### src/rtl/wbrd2axilm.sv
// Pipelined Wishbone read slave to AXI-lite AR/R master bridge with abort/error flush.
// Optional macro WBRD2AXILM_WRITE_ERR_EN: WB writes are answered with a bus error instead of a read.
module wbrd2axilm #(
  parameter int unsigned C_AXI_DATA_WIDTH = 32,
  parameter int unsigned C_AXI_ADDR_WIDTH = 28,
  parameter int unsigned AXILLSB          = $clog2(C_AXI_DATA_WIDTH/8),
  parameter int unsigned LGFIFO           = 3,
  localparam int unsigned AW = C_AXI_ADDR_WIDTH - AXILLSB,
  localparam int unsigned DW = C_AXI_DATA_WIDTH
) (
  input  logic                        i_clk,
  input  logic                        i_reset,
  input  logic                        i_wb_cyc,
  input  logic                        i_wb_stb,
  input  logic                        i_wb_we,
  input  logic [AW-1:0]               i_wb_addr,
  input  logic [DW-1:0]               i_wb_data,
  input  logic [DW/8-1:0]             i_wb_sel,
  output logic                        o_wb_stall,
  output logic                        o_wb_ack,
  output logic [DW-1:0]               o_wb_data,
  output logic                        o_wb_err,
  output logic                        o_axi_arvalid,
  input  logic                        i_axi_arready,
  output logic [C_AXI_ADDR_WIDTH-1:0] o_axi_araddr,
  output logic [2:0]                  o_axi_arprot,
  input  logic                        i_axi_rvalid,
  output logic                        o_axi_rready,
  input  logic [DW-1:0]               i_axi_rdata,
  input  logic [1:0]                  i_axi_rresp
);

  localparam int unsigned CW = LGFIFO + 1;

  typedef enum logic {ST_RUN, ST_FLUSH} state_t;

  state_t          state, state_next;
  logic [CW-1:0]   r_count;
  logic            r_flush, r_full, accept, rd_accept, r_beat, resp_ok;
  logic            werr_hold, werr_fire, err_next;

  assign o_axi_arprot = 3'b000;
  assign o_axi_rready = 1'b1;

  assign r_flush    = (state == ST_FLUSH);
  assign r_full     = (r_count == CW'(2**LGFIFO));
  assign o_wb_stall = r_flush || r_full || (o_axi_arvalid && !i_axi_arready) || werr_hold;
  assign accept     = i_wb_cyc && i_wb_stb && !o_wb_stall;
  // Beats with nothing outstanding are protocol violations and are dropped.
  assign r_beat     = i_axi_rvalid && (r_count != '0);
  assign resp_ok    = r_beat && i_wb_cyc && !r_flush;

`ifdef WBRD2AXILM_WRITE_ERR_EN
  logic r_werr;

  assign rd_accept = accept && !i_wb_we;
  assign werr_hold = r_werr;
  assign werr_fire = r_werr && i_wb_cyc && !r_flush && (r_count == '0) && !o_axi_arvalid;

  // Pending write error waits for all earlier reads to return.
  always_ff @(posedge i_clk) begin
    if (i_reset)
      r_werr <= 1'b0;
    else if (accept && i_wb_we)
      r_werr <= 1'b1;
    else if (!i_wb_cyc || r_flush || werr_fire)
      r_werr <= 1'b0;
  end

  logic unused;
  assign unused = &{1'b0, i_wb_data, i_wb_sel, i_axi_rresp[0]};
`else
  assign rd_accept = accept;
  assign werr_hold = 1'b0;
  assign werr_fire = 1'b0;

  logic unused;
  assign unused = &{1'b0, i_wb_we, i_wb_data, i_wb_sel, i_axi_rresp[0]};
`endif

  assign err_next = (resp_ok && i_axi_rresp[1]) || werr_fire;

  always_ff @(posedge i_clk) begin
    if (i_reset)
      state <= ST_RUN;
    else
      state <= state_next;
  end

  // Flush on abort or error; leave once nothing is outstanding.
  always_comb begin
    state_next = state;
    unique case (state)
      ST_RUN:
        if (err_next || (!i_wb_cyc && ((r_count != '0) || o_axi_arvalid)))
          state_next = ST_FLUSH;
      ST_FLUSH:
        if ((r_count == '0) && !o_axi_arvalid)
          state_next = ST_RUN;
    endcase
  end

  always_ff @(posedge i_clk) begin
    if (i_reset)
      r_count <= '0;
    else begin
      case ({rd_accept, r_beat})
        2'b10:   r_count <= r_count + CW'(1);
        2'b01:   r_count <= r_count - CW'(1);
        default: r_count <= r_count;
      endcase
    end
  end

  // AR request held until the interconnect takes it, regardless of cyc.
  always_ff @(posedge i_clk) begin
    if (i_reset) begin
      o_axi_arvalid <= 1'b0;
      o_axi_araddr  <= '0;
    end else if (rd_accept) begin
      o_axi_arvalid <= 1'b1;
      o_axi_araddr  <= {i_wb_addr, AXILLSB'(0)};
    end else if (i_axi_arready) begin
      o_axi_arvalid <= 1'b0;
    end
  end

  always_ff @(posedge i_clk) begin
    if (i_reset) begin
      o_wb_ack  <= 1'b0;
      o_wb_err  <= 1'b0;
      o_wb_data <= '0;
    end else begin
      o_wb_ack <= resp_ok && !i_axi_rresp[1];
      o_wb_err <= err_next;
      if (resp_ok)
        o_wb_data <= i_axi_rdata;
    end
  end

endmodule
### config.mk
export PLATFORM = sky130hd
export DESIGN_NAME = wbrd2axilm
export DESIGN_NICKNAME = d
export VERILOG_FILES = /design/src/rtl/wbrd2axilm.sv
export SDC_FILE = /design/constraint.sdc
export NUM_CORES = 1
export LEC_CHECK = 0
export CAP_MARGIN = 40
export CORE_MARGIN = 4
export CORE_UTILIZATION = 35
export DETAILED_ROUTE_END_ITERATION = 10
export PLACE_DENSITY = 0.8
export SYNTH_ARGS = -nofsm -noshare
export SYNTH_HDL_FRONTEND = slang
export SYNTH_SLANG_ARGS = --single-unit
### constraint.sdc
create_clock -name i_clk -period 4 [get_ports i_clk]
set_input_delay 1 -clock i_clk [delete_from_list [all_inputs] [get_ports i_clk]]
set_output_delay 1 -clock i_clk [all_outputs]
set_load 0.05 [all_outputs]
==> metrics.md, run 1 <==
| Metric | Value |
|---|---|
| Outcome | `finished, final reports clean` |
| Critical Path Start Type | `input port` |
| Multiplexer area fraction after synthesis | `0%` |
| Simple-gate share of the synthesized area | `22.2%` |
| Post-synth ARST share | `0%` |
| Period utilisation layout | `90.9%` |
| Synth Area in Compound Gates | `14.8%` |
| Remaining DRCs | `0` |
| Post-synth top area cell | `dfxtp_1` |
| DIE HEIGHT | `92.4 um` |
| Worst-case vdd ir drop | `0.336 mV` |
| Chip width | `92.4 um` |
| Vias in the first global route | `2,200` |
| Via/cell ratio | `4.53` |
| # setup viols final | `0` |
| Count leader, synth | `nand2_1` |
| Row Count | `30` |
| P&R area growth vs syn | `59.7%` |
| RSZ-0062 raised after global routing | `false` |
| Global route total overflow | `0` |
| Placed Area | `0.00377 mm2` |
| Largest family of logic cells by synthesized area | `simple AND/OR/NAND/NOR gates` |
| Synth cell types | `27` |
| Post-synth top cells | `nand2_1 (118), dfxtp_1 (66), a21oi_1 (64), buf_4 (10), clkbuf_1 (10)` |
| Antenna diode count | `0` |
| Initial core utilization | `36.3%` |
| Average size of a mapped cell | `8.06 um2` |
| Ys Warns | `0` |
| Largest net degree at the start of global routing | `38` |
| Die ar. | `0.00853 mm2` |
| Post-route total power | `2.23 mW` |
| Final #Nets | `537` |
| Setup Skew | `0.00649 ns` |
| Initial antenna violation count | `0` |
| Global-route wire length before repair | `10,300 um` |
| DRT Wirelength | `6520 um` |
| CTS-repair resized insts | `0` |
| Post-Synth Adder-Cell Area | `2.31%` |
| Largest cells by area after synthesis | `dfxtp_1 (53%), nand2_1 (18%), a21oi_1 (13%), buf_4 (3.0%), clkbuf_1 (1.5%)` |
| All-Layer GR Usage | `15.0%` |
| Final GP Congestion | `0.751` |
| Fin. Hold Viols | `0` |
| Measured slew at the worst slew-check pin | `0.680 ns` |
| Final ANT Viol Nets | `0` |
| Crit Path Class | `in -> out` |
| Fin crit period | `3.64 ns` |
| Crit. Startpoint | `i_axi_arready` |
| Core region area | `0.00687 mm2` |
| Sequential share of the synthesized area | `53.0%` |
| Number of flops mapped to enable cells by yosys | `0` |
| Clk buf depth | `2` |
| Critical path fanouts, max | `3` |
| Hold Path Origin | `o_wb_data[16]` |
| Post-synthesis cell count | `309` |
| Num CTS Buffers | `9` |
| Clock Pin Slew Worst Setup and Hold Paths | `0.06 ns` |
| Reg-to-Reg Start | `r_count[3]` |
| WP data required | `3.00 ns` |
| CTS root buf | `clkbuf_8` |
| Setup_tns | `0 ns` |
| P_leak | `1.41 nW` |
| Skew-Pair Late Insertion Delay | `0.33 ns` |
| Via total after detailed routing | `2,401` |
| Initial DRT Pass Iterations | `4` |
| Final HPWL DP | `4690 um` |
| Synth top area share | `53.0%` |
| Worst endpoint data arrival time | `2.64 ns` |
| Layout cells sized above 1 | `5.30%` |
| F_max | `0.275 GHz` |
| Seq cells post-synth | `66` |
| Initial DRC Count | `61` |
| Slew Viols, Final | `0` |
| CP Capture Type | `output port` |
| Post-CTS Setup Bufs | `0` |
| Top_reg_cell synth | `dfxtp_1` |
| CTS sink cnt | `66` |
| Top Ports | `171` |
| Total of max-cap violations | `0` |
| IO Port Bufs | `126` |
| Cell Pwr Density | `560 mW/mm2` |
| Synth Area in XOR/XNOR | `0.703%` |
| Cell Area, Synth | `0.00249 mm2` |
| Htree depth | `3` |
| Routed wire length per instance | `12.3 um` |
| Post-CTS Hold Buffers | `0` |
| Hold Path Class | `reg -> reg` |
| Slew headroom | `54.7%` |
| Fin area | `0.00398 mm2` |
| TritonCTS clock tree | `yes` |
==> critical path, stage by stage <==
cell and delay [ns]:
clkdlybuf4s50_1 0.40, nor2b_1 0.28, a211o_1 0.16, clkdlybuf4s50_1 0.80
==> where the power goes <==
| group | total (mW) | internal [mW] | switching (mW) |
|---|---|---|---|
| sequential | 0.804 | 0.748 | 0.0566 |
| clock | 0.567 | 0.335 | 0.232 |
| combinational | 0.857 | 0.304 | 0.553 |
==> through the flow <==
stage,util (%),setup slack [ns],std cells,hold WS (ns)
after floorplan,-,0.662,313,0.511
after CTS,57.9,0.369,530,0.455
after global placement,55.0,0.385,515,0.441
after detailed placement,55.0,0.378,515,0.446
final,57.9,0.364,530,0.453
after global routing,57.9,0.321,530,0.467
==> path summary, 6_finish.rpt <==
path / to / slack, ns / cells after the start
setup / recovery: o_wb_stall / 0.36 / 4
hold reg to reg: o_wb_data[16] / 0.45 / 2
setup reg to reg: r_count[3] / 1.36 / 8
hold / removal: o_wb_data[16] / 0.45 / 2
==> placed cells by master (no fill, tap or decap) <==
cell	synthesis	final
clkdlybuf4s50_1	0	125
nand2_1	118	118
dfxtp_1	66	66
a21oi_1	64	64
clkbuf_8	0	12
nor2_1	7	7
conb_1	2	6
buf_4	10	5
inv_1	3	3
nor2b_1	3	3
ha_1	3	3
nor3_1	2	2
xor2_1	2	2
a211o_1	1	1
nor4_1	1	1
a2111oi_4	1	1
inv_2	1	1
nand2b_1	1	1
nor3b_2	0	1
or3b_1	1	1
o21ai_0	1	1
nand3_1	1	1
and3_1	1	1
o31ai_1	1	1
or4_1	1	1
nor3b_1	2	1
fa_1	1	1
bufinv_16	0	1
clkinv_2	0	1
clkbuf_1	10	1
buf_2	3	1
==> final cells by class <==
type | count | area, um2
clock inverters | 2 | 35.0
well taps | 96 | 120
multi-input cells | 218 | 1020
clock buffers | 13 | 169
repair buffers | 131 | 1290
fillers | 636 | 2890
inverters | 4 | 15.0
flip-flops and latches | 66 | 1320
==> state kept, by name (all words and copies together) (netlist names) <==
register	cells
o_wb_data	32
o_axi_araddr	26
r_count	4
o_axi_arvalid	1
o_wb_ack	1
o_wb_err	1
r_flush	1
==> cells by family (layout without fill, tap and decap cells) <==
group | Yosys count | count (layout)
and+or+nand+nor | 138 | 138
AOI/OAI and AO/OA | 68 | 68
DFF | 66 | 66
buffers and inverters | 29 | 150
adders and majority gates | 4 | 4
other | 2 | 6
xor gates and xnor gates | 2 | 2
==> per-layer routing <==
layer  up-vias  wire length [um]  GRT usage, %
met3        10               787          7.55
met5         -                 0             0
li1       1224                 -             -
met1      1068              2680          17.4
met2        99              2940          23.4
met4         0               119          6.44
No activity file was read; power rests on OpenSTA's default activity.
==> run 2, diff against run 1 <==
--- a/config.mk
+++ b/config.mk
@@ -6,7 +6,7 @@
 export NUM_CORES = 1
 export LEC_CHECK = 0
 export CAP_MARGIN = 40
-export CORE_MARGIN = 4
+export CORE_MARGIN = 10
 export CORE_UTILIZATION = 35
 export DETAILED_ROUTE_END_ITERATION = 10
 export PLACE_DENSITY = 0.8
==> metrics.md, run 2 (synthesis gave the netlist of run 1 again) <==
| Metric | Value |
|---|---|
| Clock group share of total power | `30.4%` |
| Hold Path Origin | `o_wb_data[24]` |
| Final-layout fill cell count | `618` |
| Clock Pin Slew Worst Setup and Hold Paths | `0.07 ns` |
| Critical Path Start Type | `input port` |
| Chip width | `104 um` |
| P_sw | `0.866 mW` |
| Slew headroom | `58.4%` |
| Initial DRC Count | `36` |
| Num CTS Buffers | `9` |
| Initial antenna violation count | `0` |
| Total of max-cap violations | `0` |
| Die ar. | `0.0109 mm2` |
| Leading cell type in the layout, fill and taps excluded | `clkdlybuf4s50_1` |
| Initial core utilization | `36.3%` |
| Global-route wire length before repair | `12,300 um` |
| P&R area growth vs syn | `63.4%` |
| Remaining DRCs | `0` |
| CTS root buf | `clkbuf_8` |
| Post-CTS Setup Bufs | `0` |
| Crit. Startpoint | `i_axi_arready` |
| Final ANT Viol Nets | `0` |
| CTS sink cnt | `66` |
| Final #Nets | `537` |
| Internal power | `1.56 mW` |
| Crit Path Class | `in -> reg` |
| DRT Wirelength | `7670 um` |
| Fin. Hold Viols | `0` |
| Clk buf depth | `2` |
| Final HPWL DP | `5750 um` |
| Top reg by flops | `o_wb_data` |
| Global route total overflow | `0` |
| Top Ports | `171` |
| Critical path cell sequence | `clkdlybuf4s50_1 -> nor2b_1 -> a2111oi_4 -> inv_2 -> ha_1 -> ha_1 -> a21oi_1 -> a21oi_1 -> or4_1 -> a21oi_1` |
| Final GP Congestion | `0.702` |
| Slew Viols, Final | `0` |
| IO Port Bufs | `126` |
| Largest net degree at the start of global routing | `50` |
| Layout cells sized above 1 | `5.75%` |
| Slowest-stage cell, CP | `or4_1` |
| Worst Hold Slack | `0.453 ns` |
| Cell Pwr Density | `595 mW/mm2` |
| CTS-repair resized insts | `0` |
| Reg-to-Reg Start | `r_count[3]` |
| Via total after detailed routing | `2,421` |
| RSZ-0062 raised after global routing | `false` |
| Setup_tns | `0 ns` |
| Fin crit period | `3.21 ns` |
| Antenna diode count | `0` |
| Seq pwr share | `33.2%` |
| Via/cell ratio | `4.56` |
| Core region area | `0.00687 mm2` |
| Worst endpoint data arrival time | `3.47 ns` |
| WP data required | `4.26 ns` |
| Most used cell, CP | `a21oi_1` |
| # setup viols final | `0` |
| Most frequent cells in the layout | `clkdlybuf4s50_1 (124), nand2_1 (118), dfxtp_1 (66), a21oi_1 (64), clkbuf_8 (10)` |
| Biggest registers after layout | `o_wb_data: 32 flops, o_axi_araddr: 26 flops, r_count: 4 flops` |
| Measured slew at the worst slew-check pin | `0.619 ns` |
| Htree depth | `3` |
| All-Layer GR Usage | `13.6%` |
| Critical path fanouts, max | `3` |
| Setup Skew | `0.00519 ns` |
| Largest stage delay, worst path | `0.46 ns` |
| Outcome | `finished, final reports clean` |
| TritonCTS clock tree | `yes` |
| Vias in the first global route | `2,436` |
| F_max | `0.311 GHz` |
| Period utilisation layout | `80.3%` |
| Post-CTS Hold Buffers | `0` |
| Skew-Pair Late Insertion Delay | `0.33 ns` |
| P_leak | `1.46 nW` |
| Max reg flops | `32` |
| Hold Path Class | `reg -> reg` |
| Worst-case vdd ir drop | `0.396 mV` |
| Initial DRT Pass Iterations | `4` |
| DIE HEIGHT | `104 um` |
| Switching share of power | `35.7%` |
| Routed wire length per instance | `14.4 um` |
| Combinational power share | `36.3%` |
| Row Count | `30` |
| CP Capture Type | `flop` |
[run 2: changes by cell type in the layout (fill, tap and decap cells not counted), sizes merged]
cell           delta
buf               +1
clkdlybuf4s50     -1
clkbuf            -2
bufinv            +3
[run 2: layout make-up]
class | count | area [um2] | area share, %
Timing Repair Buffer | 131 | 1320 | 32.5
Inverter | 4 | 15.0 | 0.369
Clock buffer | 11 | 141 | 3.47
Clock inverter | 5 | 125 | 3.07
Multi-Input combinational cell | 218 | 1020 | 25.2
Tap cell | 96 | 120 | 2.95
Sequential cell | 66 | 1320 | 32.5
[run 2: per-stage QoR]
step / setup slack (ns) / instances / instance area [um2] / power (mW) / util, %
after floorplan: 0.662 / 313 / 2510 / 1.41 / -
after global placement: 0.568 / 513 / 3760 / 1.66 / 54.7
after detailed placement: 0.479 / 515 / 3800 / 1.71 / 55.4
after CTS: 0.847 / 531 / 4070 / 2.46 / 59.3
after global routing: 0.591 / 531 / 4070 / 2.55 / 59.3
final: 0.788 / 531 / 4070 / 2.42 / 59.3
[run 2: worst paths after layout]
check / end / slack (ns) / cells after the start
setup / recovery: r_count[3] / 0.79 / 10
hold / removal: o_wb_data[24] / 0.45 / 2
setup reg to reg: r_count[3] / 1.38 / 8
hold reg to reg: o_wb_data[24] / 0.45 / 2
[run 2: power groups by stage]
stage / clock network (mW) / registers (mW) / logic [mW]
5_1_grt: 0.785 / 0.817 / 0.946
3_3_place_gp: 0 / 0.814 / 0.845
6_report: 0.737 / 0.805 / 0.879
2_1_floorplan: 0 / 1.06 / 0.343
3_5_place_dp: 0 / 0.820 / 0.888
4_1_cts: 0.762 / 0.806 / 0.891
[run 2: worst max-delay path, delay by kind of cell]
kind                       cells  cell delay (ns)
and+or+nand+nor                2             0.55
AOI/OAI and AO/OA              4             0.82
adders and majority gates      2             0.58
buffers and inverters          2             0.52
[run 2: routing by layer]
| layer | share of wire [%] | global-route usage (%) |
|---|---|---|
| met5 | 0 | 0 |
| met2 | 47 | 21.7 |
| met4 | 1.2 | 5.07 |
| met3 | 11 | 8.24 |
| met1 | 40 | 14.5 |
